--- src/rtl/cskip_pkg.sv ---
// Shared definitions for the pipelined carry-skip adder/subtractor:
// default geometry, stage-count helper and the parameter legality check.
package cskip_pkg;

  localparam int DEF_WIDTH = 16;
  localparam int DEF_GROUP = 4;

  // Number of carry-skip groups, which is also the number of pipeline stages.
  function automatic int calc_ng(input int width, input int group);
    return (group >= 1) ? (width / group) : 1;
  endfunction

  // Legal geometry: non-empty groups that tile the operand exactly.
  function automatic bit params_ok(input int width, input int group);
    if (group < 1) return 1'b0;
    if (width < group) return 1'b0;
    return (width % group) == 0;
  endfunction

endpackage

--- src/rtl/cskip_group.sv ---
// One carry-skip group: GROUP-bit ripple adder whose carry out bypasses the
// ripple chain when every bit position propagates. Purely combinational.
module cskip_group
  import cskip_pkg::*;
#(
  parameter int GROUP = DEF_GROUP
) (
  input  logic [GROUP-1:0] a_g,
  input  logic [GROUP-1:0] b_g,
  input  logic             c_in,
  output logic [GROUP-1:0] s_g,
  output logic             c_out
);

  logic [GROUP-1:0] p;
  logic [GROUP:0]   c;

  assign p = a_g ^ b_g;

  // Ripple carry chain through the group.
  always_comb begin
    // NOTE: assign the whole vector first so no bit is left unassigned on
    // any path; a partially written always_comb variable infers a latch.
    c    = '0;
    c[0] = c_in;
    for (int i = 0; i < GROUP; i++) begin
      c[i+1] = (a_g[i] & b_g[i]) | (p[i] & c[i]);
    end
  end

  assign s_g = p ^ c[GROUP-1:0];

  // Skip mux: when all bits propagate, the ripple result equals c_in anyway,
  // so selecting c_in directly keeps results identical to a plain ripple adder.
  assign c_out = (&p) ? c_in : c[GROUP];

endmodule

--- src/rtl/cskip_adder_pipe.sv ---
// Pipelined carry-skip adder/subtractor, one pipeline stage per GROUP-bit group.
// Valid/ready on both sides; a single advance enable freezes the whole pipe.
// Optional feature: define CSKIP_OVF_EN to add the registered signed-overflow
// output ovf.
module cskip_adder_pipe
  import cskip_pkg::*;
#(
  parameter int WIDTH = DEF_WIDTH,
  parameter int GROUP = DEF_GROUP
) (
  input  logic             clk,
  input  logic             rst,
  input  logic             in_valid,
  output logic             in_ready,
  input  logic [WIDTH-1:0] a,
  input  logic [WIDTH-1:0] b,
  input  logic             cin,
  input  logic             sub,
  output logic             out_valid,
  input  logic             out_ready,
  output logic [WIDTH-1:0] sum,
  output logic             cout
`ifdef CSKIP_OVF_EN
  ,
  output logic             ovf
`endif
);

  localparam int NG = calc_ng(WIDTH, GROUP);

  if (!params_ok(WIDTH, GROUP)) begin : g_param_check
    $error("cskip_adder_pipe: WIDTH (%0d) must be a non-zero multiple of GROUP (%0d)",
           WIDTH, GROUP);
  end

  // Advance enable: the pipe moves whenever the output slot is empty or drained.
  logic en;
  assign en       = ~out_valid | out_ready;
  assign in_ready = en;

  // Subtraction is A + ~B + 1; cin is ignored in that mode.
  logic [WIDTH-1:0] b_eff;
  logic             c0;
  assign b_eff = b ^ {WIDTH{sub}};
  assign c0    = sub | cin;

  // Stage registers and their next values.
  logic [WIDTH-1:0] a_q [NG];
  logic [WIDTH-1:0] b_q [NG];
  logic [WIDTH-1:0] s_q [NG];
  logic             c_q [NG];
  logic             v_q [NG];

  logic [WIDTH-1:0] a_d [NG];
  logic [WIDTH-1:0] b_d [NG];
  logic [WIDTH-1:0] s_d [NG];
  logic             c_d [NG];
  logic             v_d [NG];

`ifdef CSKIP_OVF_EN
  logic ovf_d;
  logic ovf_q;
`endif

  for (genvar k = 0; k < NG; k++) begin : g_stage
    logic [WIDTH-1:0] a_i;
    logic [WIDTH-1:0] b_i;
    logic [WIDTH-1:0] s_i;
    logic             c_i;
    logic             v_i;
    logic [GROUP-1:0] s_g;
    logic             c_g;
    logic [WIDTH-1:0] s_m;

    if (k == 0) begin : g_first
      assign a_i = a;
      assign b_i = b_eff;
      assign s_i = '0;
      assign c_i = c0;
      assign v_i = in_valid;
    end else begin : g_next
      assign a_i = a_q[k-1];
      assign b_i = b_q[k-1];
      assign s_i = s_q[k-1];
      assign c_i = c_q[k-1];
      assign v_i = v_q[k-1];
    end

    cskip_group #(.GROUP(GROUP)) u_group (
      .a_g  (a_i[k*GROUP +: GROUP]),
      .b_g  (b_i[k*GROUP +: GROUP]),
      .c_in (c_i),
      .s_g  (s_g),
      .c_out(c_g)
    );

    // Merge this group's sum bits into the partial sum carried down the pipe.
    always_comb begin
      s_m                    = s_i;
      s_m[k*GROUP +: GROUP]  = s_g;
    end

    assign a_d[k] = a_i;
    assign b_d[k] = b_i;
    assign s_d[k] = s_m;
    assign c_d[k] = c_g;
    assign v_d[k] = v_i;

`ifdef CSKIP_OVF_EN
    if (k == NG - 1) begin : g_ovf
      // Carry into the MSB recovered from the MSB sum bit, XORed with carry out.
      assign ovf_d = (s_g[GROUP-1] ^ a_i[WIDTH-1] ^ b_i[WIDTH-1]) ^ c_g;
    end
`endif
  end

  // Pipeline registers: every stage shifts together on en, all clear on reset.
  always_ff @(posedge clk or posedge rst) begin
    if (rst) begin
      for (int k = 0; k < NG; k++) begin
        a_q[k] <= '0;
        b_q[k] <= '0;
        s_q[k] <= '0;
        c_q[k] <= 1'b0;
        v_q[k] <= 1'b0;
      end
    end else if (en) begin
      // NOTE: non-blocking assignments so every stage samples the values its
      // predecessor held before this edge, regardless of loop order.
      for (int k = 0; k < NG; k++) begin
        a_q[k] <= a_d[k];
        b_q[k] <= b_d[k];
        s_q[k] <= s_d[k];
        c_q[k] <= c_d[k];
        v_q[k] <= v_d[k];
      end
    end
  end

`ifdef CSKIP_OVF_EN
  // Signed overflow is captured alongside the final sum stage.
  always_ff @(posedge clk or posedge rst) begin
    if (rst) begin
      ovf_q <= 1'b0;
    end else if (en) begin
      ovf_q <= ovf_d;
    end
  end

  assign ovf = ovf_q;
`endif

  assign out_valid = v_q[NG-1];
  assign sum       = s_q[NG-1];
  assign cout      = c_q[NG-1];

endmodule
--- config.mk ---
export PLATFORM = sky130hd
export DESIGN_NAME = cskip_adder_pipe
export DESIGN_NICKNAME = d
export VERILOG_FILES = /design/src/rtl/cskip_pkg.sv /design/src/rtl/cskip_group.sv /design/src/rtl/cskip_adder_pipe.sv
export SDC_FILE = /design/constraint.sdc
export NUM_CORES = 1
export LEC_CHECK = 0
export ABC_CLOCK_PERIOD_IN_PS = 2800
export BUFFER_PORTS_ARGS = -buffer_cell sky130_fd_sc_hd__buf_2
export CELL_PAD_IN_SITES_DETAIL_PLACEMENT = 0
export CELL_PAD_IN_SITES_GLOBAL_PLACEMENT = 1
export CORE_ASPECT_RATIO = 0.75
export CORE_MARGIN = 3
export CORE_UTILIZATION = 40
export DETAILED_ROUTE_END_ITERATION = 10
export MAX_ROUTING_LAYER = met4
export PLACE_DENSITY = 0.88
export SYNTH_ARGS = -nofsm -noshare
export SYNTH_HDL_FRONTEND = slang
export SYNTH_SLANG_ARGS = --single-unit
--- constraint.sdc ---
create_clock -name clk -period 2.8 [get_ports clk]
set_clock_uncertainty 0.05 [all_clocks]
set_input_delay 0.28 -clock clk [delete_from_list [all_inputs] [get_ports clk]]
set_output_delay 0.28 -clock clk [all_outputs]
set_load 0.03 [all_outputs]
==> metrics.cfg <==
[clock_network]
clk-insertion-delay-late_ps=340
clock_path_buffers=2
htreeDepth=3
clk_pin_slew_worst_paths_ps=60
cts_tree=yes
cts_num_sinks=96
cts_root_buffer=clkbuf_16
numCtsBuffers=9
ctsHoldBuffers=0
post-cts-setup-buffers=0
ctsResizeCount=0

[worst_hold_path]
hold_path.class=in -> async

[worst_setup_path]
path_depth=8
critPathKind=reg -> reg
cp_slowest_cell=fa_1
max_stage_delay_ps=440
worstSetupStartpoint=g_stage[1].a_i[4]
worst_setup_path_start_kind=register
endpoint=g_stage[2].s_i[7]
cp_common_cell=fa_1
r2r_slack_ps=530
cp_cell_sequence=inv_1 -> fa_1 -> inv_1 -> fa_1 -> fa_1 -> inv_1 -> fa_1 -> a21oi_1
r2r_cells=8
end_kind=register
arrival_ps=2480
rr_endpoint=g_stage[2].s_i[7]
timing.rr.start=g_stage[1].a_i[4]
critPathBufInv=3
critPathRequiredTime_ps=3010
crit_fanout=2
crit_family=adder cells

[placement]
pre_cts_slack_ps=339
dpl.hpwl_um=5800
io_buffers=56
dpl.cell_count=636
gp_congestion=0.760

[power_and_ir_drop]
pwr-share-seq_pct=41.2
ir_drop_mv=0.438
powerDensity_nw_per_um2=1130
p_switching_uw=2170
clkPwrFrac_pct=23.6
internal_power_uw=3600
switching_share_pct=37.6
power.leakage_uw=0.00269
p_comb_share_pct=35.3

[sta]
tightest_slew_ps=860
hold_violations=0
max_freq_mhz=441
setup_viol=0
setup_ws_ps=531
period_share_pct=81.0
rsz0062_at_grt=no
setup-tns-final_ps=0
post-route-min-period_ps=2270
drv_slew=0
slew_headroom_pct=42.6
finalHoldWorstSlack_ps=49.8

[die]
die-height_um=96.6
core_area_sq_um=10500
start_util_pct=41.8
die_w_um=127
placementRows=32
die-area_sq_um=12200
io-pin-count=57

[synth]
yosys.area.top_type=dfrtp_1
synth_top_area_share_pct=54.9
syn-cell-area_sq_um=4370
synth_nets=530
yosysSeqAreaShare_pct=54.9
synth-seq-cells=96
synth_cells=460
netlist_top_cells_count=nand2_1, dfrtp_1, inv_1, o21ai_0
synth_top_flop_cell=dfrtp_1
ys_warn_count=0
yosysMostFrequentCell=nand2_1
syn_area_per_cell_sq_um=9.51
synth_area_leaders=dfrtp_1, nand2_1, fa_1
synth_edf_count=0
async_reset_ff_share_pct=100
ys_types=24

[final_layout]
stdcell_count=652
postLayoutCoreUtil_pct=49.1
fin_nets=581
syn_to_final_growth_pct=17.3
diodes=0
layout-drive-gt1-share_pct=16.3
num-fill-cells=986

[routing]
vias=2955
wl_per_cell_um=12.7
wl_um=8280
drc=0
ant_nets=0
first_pass_iters=4
drtIter0Drc=208
vias_per_cell=4.53

[grt]
globalRouteOverflowTotal=0
grtUsageTotal_pct=15.3
antenna_found_initial=0
grt_pass1_wl_um=14400
grt_max_degree=87
first_global_vias=2961

[run]
max_cap_viol_count=0

[status]
status=finished, final reports clean

placed cells by master (no fill, tap or decap), drive strengths merged:
| master | n |
|---|---|
| nand2 | 206 |
| dfrtp | 96 |
| buf | 64 |
| inv | 29 |
| o21ai | 22 |
| fa | 16 |
| ha | 16 |
| clkbuf | 12 |
| xnor2 | 10 |
| nor2 | 9 |
| a21oi | 8 |
| xor2 | 6 |
| nand4 | 4 |
| nor3 | 4 |
| and3 | 3 |
| a211oi | 2 |
| bufinv | 2 |
| nor2b | 1 |
| nand2b | 1 |
| or2 | 1 |
| nand3 | 1 |
| o221ai | 1 |
| clkinvlp | 1 |
| clkinv | 1 |
per-stage QoR:
stage	total power [uW]	area (sq um)
2_1_floorplan	3830	4380
5_1_grt	6300	5130
6_report	5770	5130
4_1_cts	5870	5130
3_3_place_gp	4360	4790
3_5_place_dp	4470	4790
routing by layer:
layer | vias up | part of all wire (%) | global-route usage (%)
li1 | 1496 | - | -
met1 | 1393 | 52 | 21.3
met2 | 59 | 42 | 22.0
met3 | 7 | 5.1 | 4.84
met4 | 0 | 0.79 | 4.02
met5 | - | 0 | -
flip-flops by register name, summed over array words and instances (netlist names):
signal and flops:
sum 16, cout 1, g_stage.c_i 3, g_stage.b_i 24
g_stage.a_i 24, g_stage.s_i 24, g_stage.v_i 3, out_valid 1
worst register-to-register path: stages (launching register included):
cell	delay, ps
dfrtp_1	380
inv_1	110
fa_1	180
inv_1	50
fa_1	370
fa_1	380
inv_1	90
fa_1	440
a21oi_1	150
kinds of logic (layout without fill, tap and decap cells):
kind of cell    count (synthesis)  after routing  share of synthesized area (%)
fa+ha+maj                      32             32                           11.9
flops                          96             96                           54.9
buf+inv                        53            109                           5.52
compound gates                 33             33                           3.98
xor+xnor                       16             16                           3.20
simple gates                  230            230                           20.5
power groups by stage:
| stage | combinational (uW) | sequential [uW] | clock (uW) |
|---|---|---|---|
| 2_1_floorplan | 1250 | 2580 | 0 |
| 3_3_place_gp | 1980 | 2380 | 0 |
| 3_5_place_dp | 2060 | 2410 | 0 |
| 4_1_cts | 2080 | 2390 | 1400 |
| 5_1_grt | 2370 | 2470 | 1460 |
| 6_report | 2040 | 2380 | 1360 |
layout make-up:
class | count | area, sq um | share of cell area, %
repair buffers | 64 | 365 | 7.13
multi-input cells | 311 | 1740 | 33.9
flip-flops and latches | 96 | 2400 | 46.9
well taps | 136 | 170 | 3.32
inverters | 29 | 113 | 2.20
clock buffers | 12 | 267 | 5.20
clock inverters | 4 | 73.8 | 1.44
worst min path at each step:
stage | startpoint | end | cells after the start
final | rst | sum[14] | 2
after global routing | a[9] | g_stage[1].a_i[9] | 3
after CTS | a[13] | g_stage[1].a_i[13] | 3
after detailed placement | g_stage[3].v_i | out_valid | 1
after global placement | g_stage[3].v_i | g_stage[3].v_i | 2
after floorplan | a[10] | g_stage[1].a_i[10] | 2
Power figures use the tool's default switching activity.
